[config.mk]
export PLATFORM = sky130hd
export DESIGN_NAME = codificador_prioridad_reg
export DESIGN_NICKNAME = d
export VERILOG_FILES = /design/src/rtl/codificador_prioridad_reg_pkg.sv /design/src/rtl/codificador_prioridad_reg_selector_prioridad.sv /design/src/rtl/codificador_prioridad_reg.sv
export SDC_FILE = /design/constraint.sdc
export NUM_CORES = 1
export LEC_CHECK = 0
export CAP_MARGIN = 0
export CORE_MARGIN = 5
export CORE_UTILIZATION = 40
export DETAILED_ROUTE_END_ITERATION = 8
export GPL_TIMING_DRIVEN = 1
export HOLD_SLACK_MARGIN = 0.1
export PLACE_DENSITY = 0.64
export SLEW_MARGIN = 10
export SYNTH_ARGS = -nofsm -noshare
export SYNTH_HDL_FRONTEND = slang
export SYNTH_SLANG_ARGS = --single-unit
[constraint.sdc]
create_clock -name clk -period 9.4 [get_ports clk]
set_input_delay 0.94 -clock clk [delete_from_list [all_inputs] [get_ports clk]]
set_output_delay 0.94 -clock clk [all_outputs]
set_load 0.03 [all_outputs]
[src/rtl/codificador_prioridad_reg_pkg.sv]
// Shared definitions for the registered priority encoder.
// Holds the selection-mode constants and the index-width helper.
// No ports; imported by the selector and the top.
package codificador_prioridad_reg_pkg;

  localparam int MODO_FIJO = 0;  // fixed priority, highest index wins
  localparam int MODO_RR   = 1;  // round-robin after the last served index

  // Width of an index able to address n request lines (n >= 2).
  function automatic int calc_w(input int n);
    return $clog2(n);
  endfunction

endpackage

[src/rtl/codificador_prioridad_reg_selector_prioridad.sv]
// Purely combinational pick of one set bit from a request vector.
// Ports: vec (requests), inicio (first index scanned), encontrado (any bit set),
//        idx (chosen index). INVERSO scans downward from N-1 and ignores inicio.
module selector_prioridad
  import codificador_prioridad_reg_pkg::*;
#(
  parameter int N = 8,
  parameter bit INVERSO = 1'b0,
  localparam int W = calc_w(N)
) (
  input  logic [N-1:0] vec,
  input  logic [W-1:0] inicio,
  output logic         encontrado,
  output logic [W-1:0] idx
);

  int pos;

  // Walk candidates from lowest to highest scan rank backwards so the
  // last hit written is the one with the best rank.
  always_comb begin
    encontrado = 1'b0;
    idx        = '0;
    pos        = 0;
    for (int k = N - 1; k >= 0; k--) begin
      if (INVERSO) begin
        pos = N - 1 - k;
      end else begin
        pos = (int'(inicio) + k) % N;
      end
      if (vec[pos]) begin
        encontrado = 1'b1;
        idx        = W'(pos);
      end
    end
  end

endmodule

[src/rtl/codificador_prioridad_reg.sv]
// Registered priority encoder: sticky pending requests, one index presented
// at a time under a valid/accept handshake; fixed-priority or round-robin.
// Ports: clk, rst_n (async low), en (capture enable), e (request pulses),
//        acepta (consumer takes s), s (index), valido, num_pend (popcount).
module codificador_prioridad_reg
  import codificador_prioridad_reg_pkg::*;
#(
  parameter int N = 8,
  parameter int MODO = MODO_FIJO,
  localparam int W = calc_w(N)
) (
  input  logic         clk,
  input  logic         rst_n,
  input  logic         en,
  input  logic [N-1:0] e,
  input  logic         acepta,
  output logic [W-1:0] s,
  output logic         valido,
  output logic [W:0]   num_pend
);

  logic [N-1:0] pend;
  logic [N-1:0] pend_next;
  logic [N-1:0] servido;
  logic [W-1:0] ultimo;
  logic [W-1:0] ult_eff;
  logic [W-1:0] inicio;
  logic [W-1:0] sel_idx;
  logic         sel_ok;
  logic         atiende;
  logic [W:0]   cuenta;

  assign atiende = valido && acepta;

  always_comb begin
    servido = '0;
    for (int i = 0; i < N; i++) begin
      servido[i] = atiende && (s == W'(i));
    end
  end

  // A new request on the bit being served re-arms it (set beats clear).
  assign pend_next = (pend & ~servido) | (en ? e : '0);

  // The next round-robin scan must start after the index accepted this
  // cycle, not after the previously stored one, or it would repeat.
  assign ult_eff = atiende ? s : ultimo;

  always_comb begin
    inicio = '0;
    if (MODO == MODO_RR) begin
      inicio = (ult_eff == W'(N - 1)) ? '0 : ult_eff + W'(1);
    end
  end

  selector_prioridad #(
    .N       (N),
    .INVERSO (MODO == MODO_FIJO)
  ) u_sel (
    .vec        (pend_next),
    .inicio     (inicio),
    .encontrado (sel_ok),
    .idx        (sel_idx)
  );

  always_comb begin
    cuenta = '0;
    for (int i = 0; i < N; i++) begin
      cuenta = cuenta + (W + 1)'(pend_next[i]);
    end
  end

  always_ff @(posedge clk or negedge rst_n) begin
    if (!rst_n) begin
      pend     <= '0;
      s        <= '0;
      valido   <= 1'b0;
      num_pend <= '0;
      ultimo   <= W'(N - 1);
    end else begin
      pend     <= pend_next;
      num_pend <= cuenta;
      if (atiende) begin
        ultimo <= s;
      end
      // A presented index is frozen until the consumer takes it.
      if (!valido || acepta) begin
        valido <= sel_ok;
        s      <= sel_ok ? sel_idx : '0;
      end
    end
  end

endmodule
# [Word level (Yosys, flattened, before mapping)]
# Cells that the tools add are included.
[word_totals] reg_bits=16 latchBits=0 ramBits=0 romBits=0 in_bits=12 out_inout_bits=8 word_cells=50 memories=0
[op_classes] addsub=7 multipliers=0 n_div=0 magnitude_cmp=0 eq_ne=7 shifts=0 muxes=17 bitwise=3 n_reduce_logical=12
[ops] operator="$mux W3" n=7
[ops] operator="$add A4 B1 Y4" n=4
[ops] operator="$eq A3 B3 Y1 const B" n=4
[ops] operator="$logic_and A1 B1 Y1" n=9
[ops] operator="$mux W1" n=9
[ops] operator="$and A8 B8 Y8" n=1
[ops] operator="$mux W8" n=1
[ops] operator="$not A8 Y8" n=1
[ops] operator="$or A8 B8 Y8" n=1
[ops] operator="$eq A3 B2 Y1 const B" n=2
[ops] operator="$add A3 B1 Y4" n=1
[ops] operator="$add A2 B1 Y3" n=1
[ops] operator="$eq A3 B1 Y1 const B" n=1
[ops] operator="$logic_not A3 Y1" n=1
[ops] operator="$add A1 B1 Y2" n=1
[ops] operator="$logic_not A1 Y1" n=1
[ops] operator="$logic_or A1 B1 Y1" n=1

# [Logic depth before layout (Yosys ltp)]
# Gate-level depths: netlist of run 1.
[depth] word_depth=14 ltp_mapped=12 ltp_nobuf=12

# [Cells and area by module]
# A second synthesis of run 1 with hierarchy kept.
[unflattened] hier_cells=91 hier_area_um2=849.6
[by_module_without_submodules] mod="codificador_prioridad_reg" instances=1 cells_per_inst=79 area_per_inst_um2=792.0 seq_area_each_um2=400.4
[by_module_without_submodules] mod="selector_prioridad" instances=1 cells_per_inst=12 area_per_inst_um2=57.6 seq_area_each_um2=0.0

# [Worst setup path before layout of run 1]
# No wires, ideal clock.
[synth_path] kind="in2reg" startpoint="input en" endpoint="register num_pend[2]" setup_time_ps=123 arrival_time_ps=3600 t_required_ps=9277 slack_ps=5678 path_stages=10 path_buffers=1 cell_sequence="buf_2 -> a221oi_2 -> fa_1 -> fa_1 -> fa_1 -> inv_1 -> ha_1 -> inv_1 -> fa_1 -> xnor2_1"
[synth_between] elab_chain_cells=9
[synth_lines] element="start: declaration" line="codificador_prioridad_reg.sv:14" text="input logic en,"
[synth_lines] element="$mux W8 *" line="codificador_prioridad_reg.sv:43" text="assign pend_next = (pend & ~servido) | (en ? e : '0);"
[synth_lines] element="$or A8 B8 Y8 *" line="codificador_prioridad_reg.sv:43"
[synth_lines] element="$add A1 B1 Y2" line="codificador_prioridad_reg.sv:69" text="cuenta = cuenta + (W + 1)'(pend_next[i]);"
[synth_lines] element="$add A2 B1 Y3" line="codificador_prioridad_reg.sv:69"
[synth_lines] element="$add A3 B1 Y4" line="codificador_prioridad_reg.sv:69"
[synth_lines] element="$add A4 B1 Y4 (3 in series)" line="codificador_prioridad_reg.sv:69"
[synth_lines] element="$add A4 B1 Y4 *" line="codificador_prioridad_reg.sv:69"
[synth_lines] element="via cuenta[2]" line="codificador_prioridad_reg.sv:31" text="logic [W:0] cuenta;"
[synth_lines] element="end signal: assignment" line="codificador_prioridad_reg.sv:82" text="num_pend <= cuenta;"
[synth_lines] element="end: declaration" line="codificador_prioridad_reg.sv:19" text="output logic [W:0] num_pend"
# The timed path passes the listed nets; every way through them passes the cells marked *.
# A chain may end at the register's enable or synchronous reset.

# [Worst setup path after layout of run 1]
[layout_path] startpoint="input acepta" endpoint="register num_pend[1]"
[layout_between] elab_chain_cells=12
[layout_lines] element="start: declaration" line="codificador_prioridad_reg.sv:16" text="input logic acepta,"
[layout_lines] element="$logic_and A1 B1 Y1 *" line="codificador_prioridad_reg.sv:33" text="assign atiende = valido && acepta;"
[layout_lines] element="$logic_and A1 B1 Y1" line="codificador_prioridad_reg.sv:38" text="servido[i] = atiende && (s == W'(i));"
[layout_lines] element="$not A8 Y8 *" line="codificador_prioridad_reg.sv:43"
[layout_lines] element="$and A8 B8 Y8 *" line="codificador_prioridad_reg.sv:43"
[layout_lines] element="$or A8 B8 Y8 *" line="codificador_prioridad_reg.sv:43"
[layout_lines] element="$add A1 B1 Y2" line="codificador_prioridad_reg.sv:69"
[layout_lines] element="$add A2 B1 Y3" line="codificador_prioridad_reg.sv:69"
[layout_lines] element="$add A3 B1 Y4" line="codificador_prioridad_reg.sv:69"
[layout_lines] element="$add A4 B1 Y4 (3 in series)" line="codificador_prioridad_reg.sv:69"
[layout_lines] element="$add A4 B1 Y4 *" line="codificador_prioridad_reg.sv:69"
[layout_lines] element="via cuenta[1]" line="codificador_prioridad_reg.sv:31"
# Marked as above.

==> impl_metrics.ini, run 1 <==
[worst_setup_path]
max_stage_delay_ns = 0.59
cp_num_buf_inv = 4
critPathArrivalTime_ns = 4.37
worstPathMaxFanout = 5
cp-end-kind = flip-flop
path_cells = clkdlybuf4s50_1 > nand4bb_1 > a221oi_2 > fa_1 > fa_1 > fa_1 > inv_1 > ha_1 > inv_1 > fa_1 > inv_1
slowest_stage = clkdlybuf4s50_1
path_class = input pin to flip-flop
cp_top_family = adder cells
critical_path_cell_count = 11
critPathLaunchType = input pin
reg2reg_depth = 10
required_ns = 9.60
crit_top_cell = fa_1

[clock_tree]
h-tree-depth = 1
cts_tree = built
numCtsBuffers = 3
cts.sink_count = 16
clock_latency_ns = 0.29
cts.path.max_buffers = 2
clkTransAtPathRegs_ns = 0.10
post_cts_resized = 0
post-cts-setup-buffers = 0
ctsHoldBuffers = 0
ctsRootBufferMaster = clkbuf_4

[die]
die_h_um = 58.9
rows = 17
core_sq_mm = 0.00225
initial_utilization_pct = 42.4
pin_count = 20
die_x_um = 58.9
die-area_sq_mm = 0.00347

[final_layout]
mostFrequentLayoutCells = 19 x clkdlybuf4s50_1, 16 x inv_1, 16 x dfrtp_1
area_growth_pct = 26.3
drive_above_1_share_pct = 9.35
layout.nets = 128
final_common_cell = clkdlybuf4s50_1
antennaDiodeCount = 0
finalInstanceArea_sq_mm = 0.00121

[timing]
drv_slew = 0
finalSetupViolCount = 0
max_freq_mhz = 240
slew_headroom_pct = 50.3
hold_viol_final = 0
rsz0062_at_grt = false
skew_ns = 0.00466
fin_crit_ns = 4.17
tightest_slew_ns = 0.742
setup_slack_ns = 5.23
setup_tns_ns = 0
finalCritPeriodShare_pct = 44.3

[routing]
wirelength_um = 1870
ant_nets = 0
vias_per_cell = 5.04
dr.pass1.iters = 4
dr.first_iter.drc_count = 18
wire_per_inst_um = 13.9
vias = 680
drc_errors = 0

[pwr]
power.share.clock_pct = 15.8
p_sw_mw = 0.113
p_int_mw = 0.179
p_per_area_mw_per_mm2 = 242
ir_worst_vdd_mv = 0.171
power_frac_seq_pct = 34.8
cellLeakagePower_nw = 0.509
pwr-share-comb_pct = 49.4
p_sw_share_pct = 38.9

[placed_design]
dp_hpwl_um = 1450
numPortBuffers = 19
place_area_sq_mm = 0.00117
gp_congestion = 0.810
place_ws_ns = 4.90

[logic_synthesis]
synth_area_sq_um = 956
postSynthCellCount = 86
yosys.cell_types.count = 33
synth_edf_count = 0
synth_ff_type = dfrtp_1
ys_ff_latch = 16
synth_seq_area_share_pct = 41.9
synthArstFlopShare_pct = 100
syn_nets = 106
yosys_warnings = 0
avgSynthCellArea_sq_um = 11.1

[run]
cap_viol_max_count = 0

[worst_hold_path]
hold_depth = 2
min_path_type = flip-flop to flip-flop

[grt]
track_usage_pct = 12.0
grt_pass1_vias = 622
grt_start_max_net_pins = 17
antenna_found_initial = 0
grt_pass1_wl_um = 3040
overflow = 0

[status]
status = finished clean
[worst paths after layout]
path / endpoint / slack (ns) / startpoint
max: num_pend[1] / 5.23 / acepta
min: pend[0] / 0.53 / pend[0]
max reg2reg: num_pend[1] / 5.90 / s[1]
min reg2reg: pend[0] / 0.53 / pend[0]
max in group asynchronous: num_pend[3] / 7.85 / rst_n
min in group asynchronous: pend[5] / 1.08 / rst_n
[power by group through the flow]
| stage | Combinational (mW) | Clock [mW] | Sequential, mW |
|---|---|---|---|
| 2_1_floorplan | 0.0740 | 0 | 0.125 |
| 3_3_place_gp | 0.144 | 0 | 0.103 |
| 3_5_place_dp | 0.147 | 0 | 0.103 |
| 4_1_cts | 0.148 | 0.0488 | 0.102 |
| 5_1_grt | 0.163 | 0.0519 | 0.104 |
| 6_report | 0.144 | 0.0462 | 0.102 |
[flip-flops by register name (all words and copies together), names as in the netlist]
name and flops:
pend 8, num_pend 4, s 3, valido 1
[synth_stat cells (2+ instances only)]
cell type / n / area, sq um
a21boi_1: 2 / 15.0
a21oi_1: 3 / 15.0
a221oi_4: 2 / 52.6
dfrtp_1: 16 / 400
fa_1: 4 / 80.1
ha_1: 4 / 50.1
inv_1: 16 / 60.1
nand2_1: 8 / 30.0
nor2_1: 2 / 7.51
nor2b_1: 3 / 18.8
o211ai_1: 3 / 22.5
o21ai_0: 2 / 10.0
[final cells by class]
cell class,instances,area [sq um]
Inverter,16,60.1
Multi-Input combinational cell,52,485
Clock buffer,4,36.3
Tap cell,28,35.0
Fill cell,225,1050
Sequential cell,16,400
Timing Repair Buffer,19,190
[per-layer routing]
metal  up-vias  wire length (um)  track usage, %
met1       320               871            15.1
li1        336                 -               -
met2        19               817            18.0
met5         -                 0               0
met3         5               137            3.73
met4         0                44            6.80
[worst reg2reg max path, cell delays in order, from the launching register on]
cell and delay, ns:
dfrtp_1 0.48, nand4bb_1 0.29, a221oi_2 0.43, fa_1 0.48, fa_1 0.51, fa_1 0.41, inv_1 0.07, ha_1 0.16
inv_1 0.06, fa_1 0.48, inv_1 0.04
[kinds of logic (layout without fill, tap and decap cells)]
kind of cell	Yosys count	in the layout	share of synthesized area [%]
flops	16	16	41.9
compound gates	21	21	20.5
xor+xnor	1	1	0.916
simple gates	22	22	15.7
buf+inv	18	39	7.33
fa+ha+maj	8	8	13.6
[per-stage QoR]
step	utilization [%]	hold WS [ns]	power, mW	std cells
finish	53.6	0.534	0.292	135
global placement	51.9	0.485	0.247	131
CTS	53.6	0.547	0.299	135
floorplan	-	0.465	0.199	86
global route	53.6	0.561	0.319	135
detailed placement	51.9	0.524	0.250	131
Note: power is estimated with default switching activity, not from simulation.
==> inputs of run 2 (changes only) <==
==> constraint.sdc (replaced) <==
create_clock -name clk -period 4.08 [get_ports clk]
set_input_delay 0.408 -clock clk [delete_from_list [all_inputs] [get_ports clk]]
set_output_delay 0.408 -clock clk [all_outputs]
set_load 0.03 [all_outputs]
==> run 2 against run 1 <==
Against the previous run: critical path depth unchanged; non-clock buffer count increased by 2; clock skew down 0.0040 ns; total power rose by 130%; via count rose by 5.6%; cell count grew 1.5%; sequential power rose by 130%; combinational power increased by 130%; clock power is 120% higher; cell area up 1.2%; die area did not move; critical endpoint is now num_pend[2].
==> impl_metrics.ini, run 2 (synthesis gave the netlist of run 1 again) <==
[status]
status = finished clean

[final_layout]
ff_latch_area_sq_um = 400
layout.nets = 130
largest_reg_flops = 8
final_cell_count_no_fill = 137
mostFrequentLayoutCells = 19 x clkdlybuf4s50_1, 16 x inv_1, 16 x dfrtp_1
final_common_cell = clkdlybuf4s50_1
drive_above_1_share_pct = 11.0
antennaDiodeCount = 0
multiInputGateArea_sq_um = 485
nFillCells = 202
largest_registers = pend: 8 flops, num_pend: 4 flops, s: 3 flops
area_growth_pct = 27.9
top_register = pend

[die]
die_h_um = 58.9
pin_count = 20
core_sq_mm = 0.00225
die-area_sq_mm = 0.00347
die_x_um = 58.9
initial_utilization_pct = 42.4
rows = 17

[timing]
drv_slew = 0
max_freq_mhz = 282
finalSetupViolCount = 0
setup_slack_ns = 0.532
fin_crit_ns = 3.55
skew_ns = 0.000640
setup_tns_ns = 0
hold_viol_final = 0
tightest_slew_ns = 0.717
finalCritPeriodShare_pct = 87.0
rsz0062_at_grt = false
slew_headroom_pct = 52.1

[worst_setup_path]
path_class = input pin to flip-flop
critPathArrivalTime_ns = 3.72
crit_top_cell = fa_1
slowest_stage = clkdlybuf4s50_1
max_stage_delay_ns = 0.60
cp-end-kind = flip-flop
critPathLaunchType = input pin
path_cells = clkdlybuf4s50_1 > and4b_1 > o211a_1 > fa_1 > fa_1 > fa_1 > inv_1 > ha_1 > inv_1 > fa_1 > xnor2_1
required_ns = 4.26
worstPathMaxFanout = 5

[clock_tree]
post_cts_resized = 0
h-tree-depth = 1
ctsRootBufferMaster = clkbuf_4
clkTransAtPathRegs_ns = 0.09
cts_tree = built
clock_latency_ns = 0.28
numCtsBuffers = 3
cts.path.max_buffers = 2
post-cts-setup-buffers = 0
ctsHoldBuffers = 0
cts.sink_count = 16

[routing]
dr.first_iter.drc_count = 15
ant_nets = 0
vias = 718
dr.pass1.iters = 4
drc_errors = 0
vias_per_cell = 5.24
wirelength_um = 1940
wire_per_inst_um = 14.1

[pwr]
p_per_area_mw_per_mm2 = 544
p_sw_mw = 0.256
p_int_mw = 0.410
power.share.clock_pct = 15.5
power_frac_seq_pct = 35.0
pwr-share-comb_pct = 49.4
p_sw_share_pct = 38.5
cellLeakagePower_nw = 0.519
ir_worst_vdd_mv = 0.397

[grt]
grt_start_max_net_pins = 17
grt_pass1_vias = 729
grt_pass1_wl_um = 3210
overflow = 0
track_usage_pct = 12.5
antenna_found_initial = 0

[placed_design]
gp_congestion = 0.809
dp_hpwl_um = 1550
placed_cells = 133
place_ws_ns = 0.243
numPortBuffers = 19

[run]
cap_viol_max_count = 0

[worst_hold_path]
min_path_type = flip-flop to flip-flop
[run 2: changes by cell type in the layout (fill, tap and decap cells not counted), sizes merged]
cell / before / now
buf: 0 / 2
[run 2: layer usage]
metal / part of all wire (%) / track usage (%) / up-vias
li1: - / - / 340
met3: 7.6 / 3.73 / 6
met4: 3.0 / 8.41 / 0
met5: 0 / 0 / -
met1: 43 / 14.5 / 352
met2: 46 / 19.7 / 20
[run 2: worst max-delay path: cells and delay by family]
kind | cells | cell delay [ns]
fa+ha+maj | 5 | 1.91
buf+inv | 3 | 0.73
simple gates | 1 | 0.32
compound gates | 1 | 0.23
xor+xnor | 1 | 0.13
[run 2: path summary, 6_finish.rpt]
path                          from          end  slack, ns  cells past startpoint
max                         acepta  num_pend[2]       0.53                     11
min                        pend[0]      pend[0]       0.52                      2
max reg2reg                   s[1]  num_pend[2]       0.71                     10
min reg2reg                pend[0]      pend[0]       0.52                      2
max in group asynchronous    rst_n      pend[0]       3.08                      1
min in group asynchronous    rst_n      pend[5]       0.55                      1
[run 2: power groups by stage]
stage | logic (mW) | registers (mW) | clock network, mW
5_1_grt | 0.370 | 0.239 | 0.117
3_5_place_dp | 0.335 | 0.237 | 0
4_1_cts | 0.337 | 0.233 | 0.108
2_1_floorplan | 0.171 | 0.288 | 0
3_3_place_gp | 0.331 | 0.237 | 0
6_report | 0.329 | 0.233 | 0.103
[run 2: layout make-up]
class / count / share of cell area, %
inverters: 16 / 4.91
repair buffers: 21 / 16.8
well taps: 28 / 2.87
flip-flops and latches: 16 / 32.8
multi-input cells: 52 / 39.7
clock buffers: 4 / 2.97
[run 2: per-stage QoR]
step	utilization, %	area, sq um	hold slack, ns	power, mW
3_5_place_dp	52.6	1190	0.503	0.572
4_1_cts	54.2	1220	0.528	0.678
2_1_floorplan	-	956	0.112	0.459
6_report	54.2	1220	0.523	0.666
3_3_place_gp	52.6	1190	0.533	0.568
5_1_grt	54.2	1220	0.569	0.726
